===== src/rtl/seq_divider_pkg.sv =====
// Shared definitions for the sequential restoring divider: FSM encoding and
// counter sizing.
package seq_divider_pkg;

    typedef enum logic [1:0] {
        StIdle   = 2'd0,
        StRun    = 2'd1,
        StFinish = 2'd2
    } state_e;

    // Wide enough to hold the value size itself.
    function automatic int unsigned cnt_width(input int unsigned size);
        return $clog2(size) + 1;
    endfunction

endpackage


===== src/rtl/seq_divider_if.sv =====
// Start/busy/done handshake and operand/result bus of the sequential divider.
interface seq_divider_if #(
    parameter int unsigned size = 4
);
    logic            start;
    logic [size-1:0] dividend;
    logic [size-1:0] divisor;
    logic [size-1:0] quotient;
    logic [size-1:0] remainder;
    logic            busy;
    logic            done;
    logic            div_by_zero;

    modport master (
        output start, dividend, divisor,
        input  quotient, remainder, busy, done, div_by_zero
    );

    modport slave (
        input  start, dividend, divisor,
        output quotient, remainder, busy, done, div_by_zero
    );
endinterface


===== src/rtl/addsub_stage.sv =====
// Ripple add/subtract stage; cout=1 on subtract means no borrow occurred.
module addsub_stage #(
    parameter int unsigned width = 5
) (
    input  logic [width-1:0] a,
    input  logic [width-1:0] b,
    input  logic             control,
    output logic [width-1:0] diff,
    output logic             cout
);
    logic [width:0] sum;

    // Subtract as a + ~b + 1; the extra top bit is the carry-out.
    always_comb begin
        sum = {1'b0, a} + {1'b0, b ^ {width{control}}} + {{width{1'b0}}, control};
    end

    assign diff = sum[width-1:0];
    assign cout = sum[width];
endmodule


===== src/rtl/seq_divider.sv =====
// Multi-cycle unsigned restoring divider, one quotient bit per clock, with a
// start/busy/done handshake and divide-by-zero flag.
module seq_divider
    import seq_divider_pkg::*;
#(
    parameter int unsigned size = 4
) (
    input logic          clk,
    input logic          rst,
    seq_divider_if.slave bus
);
    localparam int unsigned cw = cnt_width(size);

    state_e          state;
    logic [size:0]   r_q;
    logic [size-1:0] q_q;
    logic [size-1:0] div_q;
    logic [cw-1:0]   cnt_q;
    logic [size-1:0] quotient_q;
    logic [size-1:0] remainder_q;
    logic            busy_q;
    logic            done_q;
    logic            dbz_q;

    logic [size:0]   r_shift;
    logic [size:0]   diff;
    logic [size:0]   r_next;
    logic            no_borrow;

    // Shift {R,Q} left: R picks up the quotient MSB.
    assign r_shift = (size+1)'({r_q, q_q[size-1]});

    addsub_stage #(
        .width (size + 1)
    ) u_sub (
        .a       (r_shift),
        .b       ({1'b0, div_q}),
        .control (1'b1),
        .diff    (diff),
        .cout    (no_borrow)
    );

    assign r_next = no_borrow ? diff : r_shift;

    always_ff @(posedge clk or posedge rst) begin
        if (rst) begin
            state       <= StIdle;
            r_q         <= '0;
            q_q         <= '0;
            div_q       <= '0;
            cnt_q       <= '0;
            quotient_q  <= '0;
            remainder_q <= '0;
            busy_q      <= 1'b0;
            done_q      <= 1'b0;
            dbz_q       <= 1'b0;
        end else begin
            unique case (state)
                StIdle: begin
                    done_q <= 1'b0;
                    if (bus.start) begin
                        div_q <= bus.divisor;
                        if (bus.divisor != '0) begin
                            r_q    <= '0;
                            q_q    <= bus.dividend;
                            cnt_q  <= cw'(size);
                            dbz_q  <= 1'b0;
                            busy_q <= 1'b1;
                            state  <= StRun;
                        end else begin
                            quotient_q  <= '1;
                            remainder_q <= bus.dividend;
                            dbz_q       <= 1'b1;
                            done_q      <= 1'b1;
                            state       <= StFinish;
                        end
                    end
                end
                StRun: begin
                    r_q   <= r_next;
                    q_q   <= {q_q[size-2:0], no_borrow};
                    cnt_q <= cnt_q - cw'(1);
                    // Last step: publish results so done and data appear together.
                    if (cnt_q == cw'(1)) begin
                        quotient_q  <= {q_q[size-2:0], no_borrow};
                        remainder_q <= r_next[size-1:0];
                        busy_q      <= 1'b0;
                        done_q      <= 1'b1;
                        state       <= StFinish;
                    end
                end
                StFinish: begin
                    done_q <= 1'b0;
                    state  <= StIdle;
                end
                default: begin
                    busy_q <= 1'b0;
                    done_q <= 1'b0;
                    state  <= StIdle;
                end
            endcase
        end
    end

    assign bus.quotient    = quotient_q;
    assign bus.remainder   = remainder_q;
    assign bus.busy        = busy_q;
    assign bus.done        = done_q;
    assign bus.div_by_zero = dbz_q;
endmodule

===== src/flat_wrapper.sv =====
// flat-port wrapper written by rule: the top's interface ports become plain ports
module seq_divider_flat import seq_divider_pkg::*;
#(
    parameter int unsigned size = 4
)
  (clk, rst, bus_start, bus_dividend, bus_divisor, bus_quotient, bus_remainder, bus_busy, bus_done, bus_div_by_zero);
  seq_divider_if #(.size(size)) bus_i ();
  input logic clk;
  input logic rst;
  input wire logic [$bits(bus_i.start)-1:0] bus_start;
  input wire logic [$bits(bus_i.dividend)-1:0] bus_dividend;
  input wire logic [$bits(bus_i.divisor)-1:0] bus_divisor;
  output wire logic [$bits(bus_i.quotient)-1:0] bus_quotient;
  output wire logic [$bits(bus_i.remainder)-1:0] bus_remainder;
  output wire logic [$bits(bus_i.busy)-1:0] bus_busy;
  output wire logic [$bits(bus_i.done)-1:0] bus_done;
  output wire logic [$bits(bus_i.div_by_zero)-1:0] bus_div_by_zero;
  assign bus_i.start = bus_start;
  assign bus_i.dividend = bus_dividend;
  assign bus_i.divisor = bus_divisor;
  assign bus_quotient = bus_i.quotient;
  assign bus_remainder = bus_i.remainder;
  assign bus_busy = bus_i.busy;
  assign bus_done = bus_i.done;
  assign bus_div_by_zero = bus_i.div_by_zero;
  seq_divider #(.size(size)) u_core (.clk(clk), .rst(rst), .bus(bus_i));
endmodule

===== config.mk =====
export PLATFORM = sky130hd
export DESIGN_NAME = seq_divider_flat
export DESIGN_NICKNAME = d
export VERILOG_FILES = /design/src/rtl/seq_divider_pkg.sv /design/src/rtl/seq_divider_if.sv /design/src/rtl/addsub_stage.sv /design/src/rtl/seq_divider.sv /design/src/flat_wrapper.sv
export SDC_FILE = /design/constraint.sdc
export NUM_CORES = 1
export LEC_CHECK = 0
export BUFFER_PORTS_ARGS = -buffer_cell sky130_fd_sc_hd__buf_2
export CORE_ASPECT_RATIO = 0.5
export CORE_UTILIZATION = 50
export CTS_CLUSTER_DIAMETER = 150
export DETAILED_ROUTE_END_ITERATION = 10
export PLACE_DENSITY = 0.76
export SETUP_SLACK_MARGIN = 0.05
export SYNTH_ARGS = -nofsm -noshare
export SYNTH_HDL_FRONTEND = slang
export SYNTH_SLANG_ARGS = --single-unit

===== constraint.sdc =====
create_clock -name clk -period 4 [get_ports clk]
set_input_delay 0 -clock clk [delete_from_list [all_inputs] [get_ports clk]]
set_output_delay 0 -clock clk [all_outputs]
set_load 0.05 [all_outputs]

==> metrics.txt <==
status=finished, violations left; failing checks=design-rule violations, negative hold slack; first-pass GRT wire length=4610 um; post-synthesis cell type count=35; Initial Util=0.530; simple-gate share of the synthesized area=0.211; Post-Synth XOR/XNOR Area=0.00635; Compound-Gate Fraction of Synth Area=0.131; minimum clock period=2.12 ns; CP Max Fanout=7; Setup Viol. Count Final=0; Overall Global Routing Usage=0.212; total gr overflow=0; Worst Path Required=4.20 ns; RSZ-0062 raised after global routing=false; Vias/cell=5.43; Inserted Diodes=0; synth top area cells=dfrtp_1 51%, nand2_1 6.0%, ha_1 5.4%; Clock Tree Root=clkbuf_8; clk_skew=0.00206 ns; PortBufs=21; WL final=2840 um; drt initial violations=62; Hold Fails Final Rpt=28; critical path cell sequence=ha_1 > nor2b_1 > o31a_1 > nor3_2 > mux2_2 > a31oi_1; Worst-path clk slew=0.09 ns; antenna violations before repair=0; core box area=2600 sq um; Die X-Extent=76.3 um; Avg Inst Size Synth=9.65 sq um; cell row count=13; vias in the first global route=1,015; HP Class=in -> async; post-layout util=0.619; Pins Over Slew Limit=0; Gate Count Post-Synth=143; Final ANT Viol Nets=0; via count=1,108; adder-cell area share of the yosys netlist=0.0689; DRC=2; relative slew slack=0.282; crit path launch type=register; f_max=471 MHz; WS Path Type=reg -> reg; Seq/Total Area, Yosys=0.508; CTS Sinks=28; period utilization=0.530; Post-Route Setup TNS=0 ns; VDD IR max=469 uV; Initial DRT Pass Iterations=8; largest family of logic cells by synthesized area=simple AND/OR/NAND/NOR gates; Seq cells post-synth=28; fill count=217; pwr/cell area=970 nW/um^2; Tightest Pin Transition=1.08 ns; maximum number of pins on one net before global-route repair=29; CTS tree=built; post-CTS setup buffers=0; cts bufs inserted=3; routability cong.=0.808; post-synth top area share=0.508; CTS H-tree depth=1; synth warn=0; die area=2990 sq um; share of layout cells above drive strength 1=0.210; slowest CP cell=dfrtp_1; synthesized net count=161; DIE HEIGHT=39.2 um; Worst Hold Slack=-0.0282 ns; Max-Cap Viols=0; wire per inst=13.9 um; layout net count=186; Critical Path End Type=register; CP peak stage delay=0.45 ns; synthesized cell area=1380 sq um; mux contribution to synthesized area=0.0272; CP arrival=2.32 ns; Area Overhead vs Synth=16.8%; cell taking the most area after synthesis=dfrtp_1; dpl hpwl=1950 um; Top-Level Pins=22; worst-skew pair later-pin latency=0.28 ns; clk buf depth=2; leakage power=0.000753 uW
==> worst paths after layout <==
| check | slack (ns) | endpoint | depth (start not counted) | from |
|---|---|---|---|---|
| max | 1.88 | u_core.bus.remainder[1] | 6 | u_core.r_q[0] |
| min | -0.03 | u_core.cnt_q[0] | 2 | rst |
| max reg2reg | 1.88 | u_core.bus.remainder[1] | 6 | u_core.r_q[0] |
| min reg2reg | 0.52 | u_core.bus.busy | 1 | u_core.bus.busy |
| max in group asynchronous | 3.38 | u_core.state[1] | 2 | rst |
| min in group clk | 0.01 | u_core.div_q[0] | 2 | bus_divisor[0] |
==> critical path, delay by kind of cell, from the launching register on <==
family	cells	cell delay (ns)
and+or+nand+nor	2	0.47
DFF	1	0.45
AOI/OAI and AO/OA	2	0.44
muxes	1	0.40
adders and majority gates	1	0.29
==> per-stage QoR <==
| stage | area, sq um | setup WS (ns) | std cells | power (uW) | hold slack [ns] |
|---|---|---|---|---|---|
| floorplan | 1380 | 2.10 | 143 | 1160 | 0.0654 |
| global placement | 1500 | 2.02 | 196 | 1310 | 0.243 |
| detailed placement | 1500 | 1.92 | 196 | 1330 | 0.248 |
| CTS | 1610 | 1.90 | 204 | 1560 | 0.00166 |
| global route | 1610 | 1.78 | 204 | 1680 | 0.00553 |
| finish | 1610 | 1.88 | 204 | 1560 | -0.0282 |
==> cell families (layout without fill, tap and decap cells) <==
group / count (synthesis) / count (layout)
adders and majority gates: 7 / 7
AOI/OAI and AO/OA: 29 / 29
DFF: 28 / 28
and+or+nand+nor: 61 / 61
muxes: 3 / 3
xor gates and xnor gates: 1 / 1
buffers and inverters: 14 / 38
==> flip-flops by register name (all words and copies together), names as in the netlist <==
register                count
u_core.bus.busy             1
u_core.div_q                4
u_core.bus.done             1
u_core.cnt_q                3
u_core.bus.quotient         4
u_core.q_q                  4
u_core.bus.div_by_zero      1
u_core.state                2
u_core.bus.remainder        4
u_core.r_q                  4
==> layout make-up <==
class                           count  area, sq um  area share
Clock inverter                      1         30.0      0.0186
Multi-Input combinational cell    101          614       0.381
Inverter                            9         33.8      0.0210
Timing Repair Buffer               25          145      0.0901
Clock buffer                        3         41.3      0.0256
Sequential cell                    28          701       0.435
Tap cell                           37         46.3      0.0287
==> power by group <==
part / switching (uW) / total [uW] / internal (uW)
Clock: 88.8 / 223 / 134
Combinational: 535 / 828 / 293
Sequential: 93.4 / 512 / 419
Total: 717 / 1560 / 846
==> cells in the final DEF (no fill, tap or decap), types with 2 or more instances in the layout <==
cell type,count
o21ai_0,9
dfrtp_1,28
a41oi_1,2
inv_1,9
a31oi_1,6
nand2b_1,2
nor2b_1,5
o21a_1,2
nor4_1,2
mux2_2,2
buf_2,21
nand3_1,4
or3_1,2
nor2_1,16
a21oi_1,5
nand2_1,22
nor2_2,2
clkbuf_8,3
ha_1,6
dlygate4sd3_1,4
==> routing by layer <==
layer	track usage	share of wire
met2	0.345	0.45
met1	0.279	0.49
met4	0.0625	0.010
met5	0	0
met3	0.0635	0.050
==> repair_timing <==
action | in CTS | in global routing
gates resized for setup | 0 | 0
endpoints found under the hold margin | 4 | 0
hold buffers | 4 | 0
setup endpoints to repair | 0 | 0
==> synth_stat cells (all sizes together) <==
cell type,number
a21oi,6
a22o,1
a22oi,1
a31oi,6
a41oi,2
buf,3
clkbuf,2
dfrtp,28
fa,1
ha,6
inv,9
mux2,3
nand2,22
nand2b,2
nand3,4
nand3b,1
nor2,18
nor2b,5
nor3,2
nor4,2
o21a,2
o21ai,9
o22ai,1
o31a,1
or2,1
or3,2
or4,2
xnor2,1
Note: power is estimated with default switching activity, not from simulation.
